## src/rtl/rv_alu_pkg.sv

```systemverilog
// Shared ALU control codes, RV32I opcode constants and the issue-stage bundle type.
package rv_alu_pkg;

    localparam int unsigned XLEN_W = 32;
    localparam int unsigned CTRL_W = 5;
    localparam int unsigned OPC_W  = 7;
    localparam int unsigned REG_W  = 5;

    // Compare codes keep bit 3 clear; arithmetic/logic codes set it, SUB is ADD with bit 0 set.
    typedef enum logic [3:0] {
        ALU_CMP_EQ   = 4'h0,
        ALU_CMP_NEQ  = 4'h1,
        ALU_CMP_LTS  = 4'h2,
        ALU_CMP_NLTS = 4'h3,
        ALU_CMP_LTU  = 4'h4,
        ALU_CMP_NLTU = 4'h5,
        ALU_ADD      = 4'h8,
        ALU_SUB      = 4'h9,
        ALU_SHL      = 4'hA,
        ALU_SHR      = 4'hB,
        ALU_XOR      = 4'hC,
        ALU_OR       = 4'hD,
        ALU_AND      = 4'hE
    } alu_op_e;

    localparam logic [OPC_W-1:0] OPC_OP     = 7'b0110011;
    localparam logic [OPC_W-1:0] OPC_OP_IMM = 7'b0010011;
    localparam logic [OPC_W-1:0] OPC_LUI    = 7'b0110111;
    localparam logic [OPC_W-1:0] OPC_AUIPC  = 7'b0010111;
    localparam logic [OPC_W-1:0] OPC_BRANCH = 7'b1100011;
    localparam logic [OPC_W-1:0] OPC_JAL    = 7'b1101111;
    localparam logic [OPC_W-1:0] OPC_JALR   = 7'b1100111;
    localparam logic [OPC_W-1:0] OPC_LOAD   = 7'b0000011;
    localparam logic [OPC_W-1:0] OPC_STORE  = 7'b0100011;

    localparam logic [6:0] F7_ZERO = 7'b0000000;
    localparam logic [6:0] F7_ALT  = 7'b0100000;

    typedef struct packed {
        logic [XLEN_W-1:0] src_a;
        logic [XLEN_W-1:0] src_b;
        logic [XLEN_W-1:0] imm;
        logic [XLEN_W-1:0] pc;
        logic [CTRL_W-1:0] ctrl;
        logic [REG_W-1:0]  rd;
        logic              rd_we;
        logic              branch;
        logic              jump;
    } alu_bundle_t;

    function automatic logic [CTRL_W-1:0] mk_ctrl(input logic sra, input alu_op_e op);
        return {sra, 4'(op)};
    endfunction

endpackage

```

## src/rtl/rv_imm_gen.sv

```systemverilog
// Combinational RV32I immediate extraction (I/S/B/U/J), all sign-extended to 32 bits.
module rv_imm_gen
    import rv_alu_pkg::*;
(
    input  logic [31:7]       instr,
    output logic [XLEN_W-1:0] imm_i_c,
    output logic [XLEN_W-1:0] imm_s_c,
    output logic [XLEN_W-1:0] imm_b_c,
    output logic [XLEN_W-1:0] imm_u_c,
    output logic [XLEN_W-1:0] imm_j_c
);

    assign imm_i_c = {{20{instr[31]}}, instr[31:20]};
    assign imm_s_c = {{20{instr[31]}}, instr[31:25], instr[11:7]};
    assign imm_b_c = {{19{instr[31]}}, instr[31], instr[7], instr[30:25], instr[11:8], 1'b0};
    assign imm_u_c = {instr[31:12], 12'h000};
    assign imm_j_c = {{11{instr[31]}}, instr[31], instr[19:12], instr[20], instr[30:21], 1'b0};

endmodule

```

## src/rtl/rv_alu_dec.sv

```systemverilog
// RV32I decode/issue stage: builds the ALU operand/control bundle and holds it in a
// one-entry valid/ready pipeline register. Define RV_ALU_DEC_ILLEGAL_EN to add o_illegal.
module rv_alu_dec
    import rv_alu_pkg::*;
#(
    parameter int unsigned XLEN     = 32,
    parameter logic [31:0] RESET_PC = 32'h0000_0000
) (
    input  logic              i_clk,
    input  logic              i_reset_n,
    input  logic              i_valid,
    output logic              o_ready,
    input  logic [31:0]       i_instr,
    input  logic [XLEN-1:0]   i_pc,
    input  logic [XLEN-1:0]   i_rs1_data,
    input  logic [XLEN-1:0]   i_rs2_data,
    input  logic              i_flush,
    output logic              o_valid,
    input  logic              i_ready,
    output logic [XLEN-1:0]   o_src_a,
    output logic [XLEN-1:0]   o_src_b,
    output logic [CTRL_W-1:0] o_ctrl,
    output logic [XLEN-1:0]   o_imm,
    output logic [XLEN-1:0]   o_pc,
    output logic [REG_W-1:0]  o_rd,
    output logic              o_rd_we,
    output logic              o_branch,
    output logic              o_jump
`ifdef RV_ALU_DEC_ILLEGAL_EN
    ,
    output logic              o_illegal
`endif
);

    if (XLEN != XLEN_W) begin : g_xlen_check
        $error("rv_alu_dec: only XLEN=32 is supported");
    end

    localparam alu_bundle_t RESET_BUNDLE = '{
        src_a:  '0,
        src_b:  '0,
        imm:    '0,
        pc:     RESET_PC,
        ctrl:   mk_ctrl(1'b0, ALU_ADD),
        rd:     '0,
        rd_we:  1'b0,
        branch: 1'b0,
        jump:   1'b0
    };

    logic [OPC_W-1:0]  opcode;
    logic [2:0]        funct3;
    logic [6:0]        funct7;
    logic [REG_W-1:0]  rd;
    logic [4:0]        shamt;
    logic              is_op;
    logic              f7_ok;
    logic              f7_zero;
    logic [XLEN_W-1:0] imm_i;
    logic [XLEN_W-1:0] imm_s;
    logic [XLEN_W-1:0] imm_b;
    logic [XLEN_W-1:0] imm_u;
    logic [XLEN_W-1:0] imm_j;

    alu_op_e           op;
    logic              sra;
    logic              bad;
    alu_bundle_t       dec_c;
    alu_bundle_t       bundle_q;
    logic              valid_q;
    logic              load;

    assign opcode  = i_instr[6:0];
    assign rd      = i_instr[11:7];
    assign funct3  = i_instr[14:12];
    assign shamt   = i_instr[24:20];
    assign funct7  = i_instr[31:25];
    assign is_op   = (opcode == OPC_OP);
    assign f7_zero = (funct7 == F7_ZERO);
    assign f7_ok   = f7_zero || (funct7 == F7_ALT);

    rv_imm_gen u_imm_gen (
        .instr   (i_instr[31:7]),
        .imm_i_c (imm_i),
        .imm_s_c (imm_s),
        .imm_b_c (imm_b),
        .imm_u_c (imm_u),
        .imm_j_c (imm_j)
    );

    // Opcode/funct decode; any illegal encoding collapses to the NOP bundle.
    always_comb begin
        op           = ALU_ADD;
        sra          = 1'b0;
        bad          = 1'b0;
        dec_c        = '0;
        dec_c.pc     = i_pc;
        dec_c.rd     = rd;

        case (opcode)
            OPC_OP, OPC_OP_IMM: begin
                dec_c.src_a = i_rs1_data;
                dec_c.rd_we = 1'b1;
                if (is_op) begin
                    dec_c.src_b = i_rs2_data;
                end else if (funct3 == 3'b001 || funct3 == 3'b101) begin
                    dec_c.src_b = XLEN_W'(shamt);
                    dec_c.imm   = imm_i;
                end else begin
                    dec_c.src_b = imm_i;
                    dec_c.imm   = imm_i;
                end
                case (funct3)
                    3'b000: begin
                        if (is_op && i_instr[30]) op = ALU_SUB;
                        else                      op = ALU_ADD;
                        bad = is_op && !f7_ok;
                    end
                    3'b001: begin
                        op  = ALU_SHL;
                        bad = !f7_zero;
                    end
                    3'b010: begin
                        op  = ALU_CMP_LTS;
                        bad = is_op && !f7_zero;
                    end
                    3'b011: begin
                        op  = ALU_CMP_LTU;
                        bad = is_op && !f7_zero;
                    end
                    3'b100: begin
                        op  = ALU_XOR;
                        bad = is_op && !f7_zero;
                    end
                    3'b101: begin
                        op  = ALU_SHR;
                        sra = i_instr[30];
                        bad = !f7_ok;
                    end
                    3'b110: begin
                        op  = ALU_OR;
                        bad = is_op && !f7_zero;
                    end
                    default: begin
                        op  = ALU_AND;
                        bad = is_op && !f7_zero;
                    end
                endcase
            end
            OPC_LUI: begin
                dec_c.src_b = imm_u;
                dec_c.imm   = imm_u;
                dec_c.rd_we = 1'b1;
            end
            OPC_AUIPC: begin
                dec_c.src_a = i_pc;
                dec_c.src_b = imm_u;
                dec_c.imm   = imm_u;
                dec_c.rd_we = 1'b1;
            end
            OPC_JAL, OPC_JALR: begin
                dec_c.src_a = i_pc;
                dec_c.src_b = XLEN_W'(4);
                dec_c.rd_we = 1'b1;
                dec_c.jump  = 1'b1;
                dec_c.imm   = (opcode == OPC_JAL) ? imm_j : imm_i;
                bad         = (opcode == OPC_JALR) && (funct3 != 3'b000);
            end
            OPC_BRANCH: begin
                dec_c.src_a  = i_rs1_data;
                dec_c.src_b  = i_rs2_data;
                dec_c.imm    = imm_b;
                dec_c.branch = 1'b1;
                case (funct3)
                    3'b000:  op = ALU_CMP_EQ;
                    3'b001:  op = ALU_CMP_NEQ;
                    3'b100:  op = ALU_CMP_LTS;
                    3'b101:  op = ALU_CMP_NLTS;
                    3'b110:  op = ALU_CMP_LTU;
                    3'b111:  op = ALU_CMP_NLTU;
                    default: bad = 1'b1;
                endcase
            end
            OPC_LOAD: begin
                dec_c.src_a = i_rs1_data;
                dec_c.src_b = imm_i;
                dec_c.imm   = imm_i;
                dec_c.rd_we = 1'b1;
                bad         = (funct3 == 3'b011) || (funct3[2:1] == 2'b11);
            end
            OPC_STORE: begin
                dec_c.src_a = i_rs1_data;
                dec_c.src_b = imm_s;
                dec_c.imm   = imm_s;
                bad         = (funct3 > 3'b010);
            end
            default: bad = 1'b1;
        endcase

        if (bad) begin
            op           = ALU_ADD;
            sra          = 1'b0;
            dec_c.src_a  = '0;
            dec_c.src_b  = '0;
            dec_c.imm    = '0;
            dec_c.rd_we  = 1'b0;
            dec_c.branch = 1'b0;
            dec_c.jump   = 1'b0;
        end
        if (rd == '0) dec_c.rd_we = 1'b0;
        dec_c.ctrl = mk_ctrl(sra, op);
    end

    assign o_ready = !valid_q || i_ready;
    assign load    = i_valid && o_ready && !i_flush;

    // One-entry pipeline register; flush wins over load and over a pending transfer.
    always_ff @(posedge i_clk or negedge i_reset_n) begin
        if (!i_reset_n) begin
            valid_q  <= 1'b0;
            bundle_q <= RESET_BUNDLE;
        end else begin
            if (i_flush)      valid_q <= 1'b0;
            else if (load)    valid_q <= 1'b1;
            else if (i_ready) valid_q <= 1'b0;
            if (load) bundle_q <= dec_c;
        end
    end

`ifdef RV_ALU_DEC_ILLEGAL_EN
    logic illegal_q;

    always_ff @(posedge i_clk or negedge i_reset_n) begin
        if (!i_reset_n)  illegal_q <= 1'b0;
        else if (load)   illegal_q <= bad;
    end

    assign o_illegal = illegal_q;
`endif

    assign o_valid  = valid_q;
    assign o_src_a  = bundle_q.src_a;
    assign o_src_b  = bundle_q.src_b;
    assign o_ctrl   = bundle_q.ctrl;
    assign o_imm    = bundle_q.imm;
    assign o_pc     = bundle_q.pc;
    assign o_rd     = bundle_q.rd;
    assign o_rd_we  = bundle_q.rd_we;
    assign o_branch = bundle_q.branch;
    assign o_jump   = bundle_q.jump;

endmodule

```

## config.mk

```make
export PLATFORM = sky130hd
export DESIGN_NAME = rv_alu_dec
export DESIGN_NICKNAME = d
export VERILOG_FILES = /design/src/rtl/rv_alu_pkg.sv /design/src/rtl/rv_imm_gen.sv /design/src/rtl/rv_alu_dec.sv
export SDC_FILE = /design/constraint.sdc
export NUM_CORES = 1
export LEC_CHECK = 0
export BUFFER_PORTS_ARGS = -buffer_cell sky130_fd_sc_hd__buf_2
export CELL_PAD_IN_SITES_DETAIL_PLACEMENT = 1
export CELL_PAD_IN_SITES_GLOBAL_PLACEMENT = 1
export CORE_MARGIN = 4
export CORE_UTILIZATION = 38
export DETAILED_ROUTE_END_ITERATION = 7
export GPL_TIMING_DRIVEN = 0
export MAX_ROUTING_LAYER = met4
export PLACE_DENSITY_LB_ADDON = 0.1
export SLEW_MARGIN = 40
export SYNTH_ARGS = -nofsm -noshare
export SYNTH_HDL_FRONTEND = slang
export SYNTH_HIERARCHICAL = 1
export SYNTH_SLANG_ARGS = --single-unit
```

## constraint.sdc

```tcl
create_clock -name i_clk -period 2.4 [get_ports i_clk]
set_clock_uncertainty 0.15 [all_clocks]
set_input_delay 0.48 -clock i_clk [delete_from_list [all_inputs] [get_ports i_clk]]
set_output_delay 0.48 -clock i_clk [all_outputs]
set_load 0.1 [all_outputs]
```

# After elaboration in Yosys (flattened, before gate mapping)
# Cells that the tools add are included.
# word_totals
reg_bits,142
latch_bits,0
elab_cells,81
inputBits,133
memories,0
romBits,0
mem_bits_rw,0
# classes
n_reduce_logical,26
n_addsub,0
mul,0
n_mux,26
magnitude_cmp,1
div,0
eq_ne,18
shifts,0
bitwise_logic,0
# ops
op,n
$pmux 64 s6,1
$mux 96,1
$mux 32,2
$mux 64,1
$pmux 32 s2,1
$eq 7x6->1 const B,4
$pmux 4 s7,1
$pmux 4 s6,1
$eq 7x7->1 const B,3
$mux 20,1
$eq 7x5->1 const B,2
$eq 3x3->1 const B,4
$mux 1,12
$pmux 4 s2,1
$eq 7x2->1 const B,1
$logic_not 7->1,1
$reduce_or 7->1,1
$eq 3x2->1 const B,2
$logic_and 1x1->1,6
$pmux 1 s6,1
$reduce_bool 3->1,2
$reduce_or 2->1,3
$reduce_or 6->1,1
$logic_not 5->1,1
other kinds (11),17

# Longest topological paths before layout
# logic_depth
word_depth,8
depth_mapped,9
mapped_depth_nobuf,5

# Modules after synthesis
# Netlist, hierarchy kept.
# by_module_without_submodules
mod,seq_area_each_um2,n_inst,area_each_um2,cells_per_inst
rv_alu_dec,3554.7,1,7537.2,809
rv_imm_gen,0.0,1,1204.9,161

# Worst setup path before layout
# OpenSTA, ideal clock, no wires.
# synth_path
path_type,register -> register
startpoint,register valid_q (netlist: o_valid)
endpoint,"register bundle_q, in the netlist o_imm[13]"
arrival_time_ps,3186
setup_ps,87
path_slack_ps,-1023
path_stages_with_launch,8
path_cell_list,dfrtp_1 > nand2b_1 > nand2_1 > clkbuf_1 > clkbuf_1 > clkbuf_1 > nand2_1 > a22oi_1
# synth_between
elab_chain_len,4
# synth_rtl
element,line,source
"start, declared",rv_alu_dec.sv:70,logic valid_q;
"start signal, assigned",rv_alu_dec.sv:220,valid_q <= 1'b0;
"start signal, assigned",rv_alu_dec.sv:223,if (i_flush) valid_q <= 1'b0;
"start signal, assigned",rv_alu_dec.sv:224,else if (load) valid_q <= 1'b1;
$logic_not 1->1,rv_alu_dec.sv:214,assign o_ready = !valid_q || i_ready;
$logic_or 1x1->1,rv_alu_dec.sv:214,
net o_ready,rv_alu_dec.sv:12,"output logic o_ready,"
$logic_and 1x1->1 (2 in series),rv_alu_dec.sv:215,assign load = i_valid && o_ready && !i_flush;
"end signal, assigned",rv_alu_dec.sv:221,bundle_q <= RESET_BUNDLE;
"end signal, assigned",rv_alu_dec.sv:226,if (load) bundle_q <= dec_c;
"end, declared",rv_alu_dec.sv:69,alu_bundle_t bundle_q;
# The timed path passes the listed nets, and every way through them passes these cells.
# A chain may end at the register's enable or synchronous reset.

# Worst setup path in the final report
# layout_path
startpoint,register valid_q (netlist: o_valid)
endpoint,"register bundle_q, in the netlist o_src_a[16]"
# layout_between
elab_chain_len,4
# layout_rtl
element,line
$logic_not 1->1,rv_alu_dec.sv:214
$logic_or 1x1->1,rv_alu_dec.sv:214
$logic_and 1x1->1 (2 in series),rv_alu_dec.sv:215
# No other way between the ends.

==> impl_results.md <==
- LEAKAGE: 5.89 nW
- Antenna Nets Post-Route: 0
- Synthesized area per cell: 9.01 um2
- Worst Tran Pin Value: 0.797 ns
- Seq. cell area: 0.00356 mm2
- Worst supply voltage drop on vdd: 0.413 mV
- CTS tree: built
- Die Wd: 160 um
- Congestion Overflow GR: 0
- Fin crit share: 97.0%
- Largest delay share family, worst path: simple AND/OR/NAND/NOR gates
- Met3 Track Usage GR: 4.36%
- Layout cell share with drive strength beyond 1: 41.4%
- Combinational Power Share: 27.2%
- Pre-CTS WS: -0.796 ns
- Crit path largest cell delay: 0.49 ns
- Reg power frac: 35.8%
- Net Sw Power: 2.80 mW
- Status: finished clean
- Die height: 160 um
- Cells after Synth: 970
- Area of the multi-input gates: 0.00371 mm2
- Slew Limit Headroom: 46.9%
- Warnings from Yosys: 6
- #FFs+latches synth: 142
- Iteration-0 DRC count of the detailed router: 572
- Sequential area share after synthesis: 40.7%
- Synth unique cells: 54
- Clk_lat worst skew: 0.43 ns
- Top cell type's share of synthesized area: 40.4%
- Final Non-Filler Cells: 1570
- Largest area contributor in the synthesized netlist: dfrtp_1
- Met2 usage: 42.5%
- Worst endpoint required time: 2.59 ns
- P per Cell Area: 640 mW/mm2
- M1 GR Usage: 33.7%
- WL/cell: 20.8 um
- Fin. max-slew vios: 0
- Main synth FF type: dfrtp_1
- Clk sinks: 142
- Clock share of power: 37.0%
- WP data arrival: 2.52 ns
- R2R setup slack: 0.07 ns
- Cell breakdown of the critical path: nand2b_4 -> nand2_1 -> nor3_4 -> clkbuf_1 -> a22oi_1 -> o21ai_0
- RSZ-0062 raised after global routing: true
- Fin nets: 1404
- Critical Path End Type: flop
- # DRC: 0
- Final worst setup slack: 0.0724 ns
- CP max stage cell: dfrtp_4
- CP bufs+invs: 1
- H-Tree Level Count: 4
- DRT Pass-1 Iters: 5
- Total routed wirelength: 32700 um
- Post-synth EDFFs: 0
- Longest Clk Path Bufs: 2
- Largest net degree at the start of global routing: 77
- F_max: 0.430 GHz
- Filler instances: 2773
- Area delta synth->final: 28.6%
- Root buffer cell: clkbuf_16
- Total number of vias: 8271
- Switch share: 38.9%
- Initial antenna violation count: 1
- Largest cells by area after synthesis: dfrtp_1 40%, buf_4 14%, nand2_1 9.5%
- Area of the die: 0.0255 mm2
- Worst hold-check path type: input pin to flop
- GP Congestion: 0.834
- # setup viols final: 0
- First-pass GRT wire length: 50800 um
- Crit path max fanout: 10
- Ys async rst share: 100%
- CTS buffer count: 17
- CP Launch Type: flop
- # rows: 55
- CP Class: flop to flop
- GR peak layer: met2
- Int Power: 4.39 mW
- PortBufs: 264
- Number of global-route vias before repair: 8806
- Max-Cap Viols: 0
- Total global-route track usage: 25.9%
- Initial Util: 38.6%
- Most frequent cells after synthesis: 221 x nand2_1, 164 x buf_4, 141 x dfrtp_1
- DP Cell Count: 1534
- Clock Pin Slew Worst Setup and Hold Paths: 0.07 ns
- Fin crit period: 2.33 ns
- Synthesized cell area: 0.00874 mm2
- HPWL Detailed: 24100 um
- Core area: 0.0226 mm2
- I/O pin count: 276
- Vias per cell: 5.27
- Final Hold Violating Endpoints: 0
- Most common cell in the netlist: nand2_1
placed cells by master, fill, tap and decap left out, drive strengths merged, types with 2 or more instances in the layout:
master / netlist / final
buf: 189 / 454
nand2: 222 / 222
dfrtp: 141 / 141
a22oi: 92 / 92
clkbuf: 49 / 70
o21ai: 53 / 53
mux2i: 33 / 33
nor2: 28 / 28
a211oi: 23 / 23
a222oi: 20 / 20
conb: 1 / 14
o2bb2ai: 13 / 13
a221oi: 13 / 13
a221o: 12 / 12
a2bb2oi: 12 / 12
a22o: 12 / 12
inv: 2 / 12
mux2: 5 / 5
nor2b: 5 / 5
and2: 4 / 4
nand2b: 4 / 4
a21oi: 3 / 3
nor3: 3 / 3
o31ai: 3 / 3
clkinv: 0 / 3
xor2: 2 / 2
and3: 2 / 2
or4: 2 / 2
nand3: 2 / 2
or3: 2 / 2
nand4bb: 2 / 2
area by class of cell:
| class | count | area share [%] |
|---|---|---|
| Clock inverter | 14 | 1.24 |
| Multi-Input combinational cell | 601 | 33.0 |
| Sequential cell | 142 | 31.7 |
| Timing Repair Buffer | 269 | 12.6 |
| Clock buffer | 18 | 3.82 |
| Antenna cell | 1 | 0.0223 |
| Buffer | 238 | 14.4 |
| Tap cell | 285 | 3.17 |
| Inverter | 2 | 0.0668 |
per-stage QoR:
stage / hold WS, ns / utilization (%) / setup TNS (ns) / instance area [um2] / total power, mW
5_1_grt: 0.0622 / 49.6 / -0.101 / 11200 / 7.46
2_1_floorplan: 0.0344 / - / 0 / 8800 / 4.04
4_1_cts: 0.0531 / 49.3 / 0 / 11200 / 7.23
3_5_place_dp: 0.209 / 46.7 / -77.92 / 10600 / 4.56
6_report: 0.0642 / 49.6 / 0 / 11200 / 7.19
3_3_place_gp: 0.304 / 46.3 / -298.88 / 10500 / 4.53
repair_timing:
item                                    CTS  global route
gates resized for setup                   8            48
endpoints found under the hold margin    29             0
hold buffers                              1             0
buffers inserted                          0             2
pin swaps                                 0             1
endpoints found under the setup margin  124           115
cloned                                    0             0
worst register-to-register path, cell delays in order (launching register included):
cell      delay (ns)
dfrtp_4         0.49
nand2b_4        0.10
nand2_1         0.24
nor3_4          0.45
clkbuf_1        0.46
a22oi_1         0.13
o21ai_0         0.22
registers in the layout, indices dropped and copies added (netlist names), 5 cells and up:
name	cells
o_src_a	32
o_pc	32
o_ctrl	5
o_imm	32
o_src_b	32
o_rd	5
metal layers:
metal  up-vias  routed length, um
li1       3901                  -
met1      4101              14800
met2       232              15900
met3        37               1430
met4         0                585
met5         -                  0
power groups by stage:
stage	registers (mW)	clock network [mW]	logic [mW]
3_5_place_dp	2.62	0	1.94
4_1_cts	2.57	2.71	1.95
6_report	2.57	2.66	1.95
2_1_floorplan	3.50	0	0.538
5_1_grt	2.59	2.82	2.05
3_3_place_gp	2.62	0	1.91
kinds of logic after synthesis:
kind of cell / synth area share [%]
AO/OA/AOI/OAI: 23.0
buffers and inverters: 18.1
AND/OR/NAND/NOR: 13.5
flip-flops: 40.7
multiplexers: 4.42
XOR/XNOR: 0.200
other: 0.0429
worst paths after layout:
kind                                    end  cells past startpoint      start
max in group asynchronous         o_ctrl[3]                      3  i_reset_n
min in group asynchronous       o_src_b[20]                      2  i_reset_n
worst max-delay path            o_src_a[16]                      6    o_valid
worst min-delay path                o_valid                      2    i_flush
worst min register to register     o_pc[17]                      2   o_pc[17]
worst max register to register  o_src_a[16]                      6    o_valid
Power figures use the tool's default switching activity.
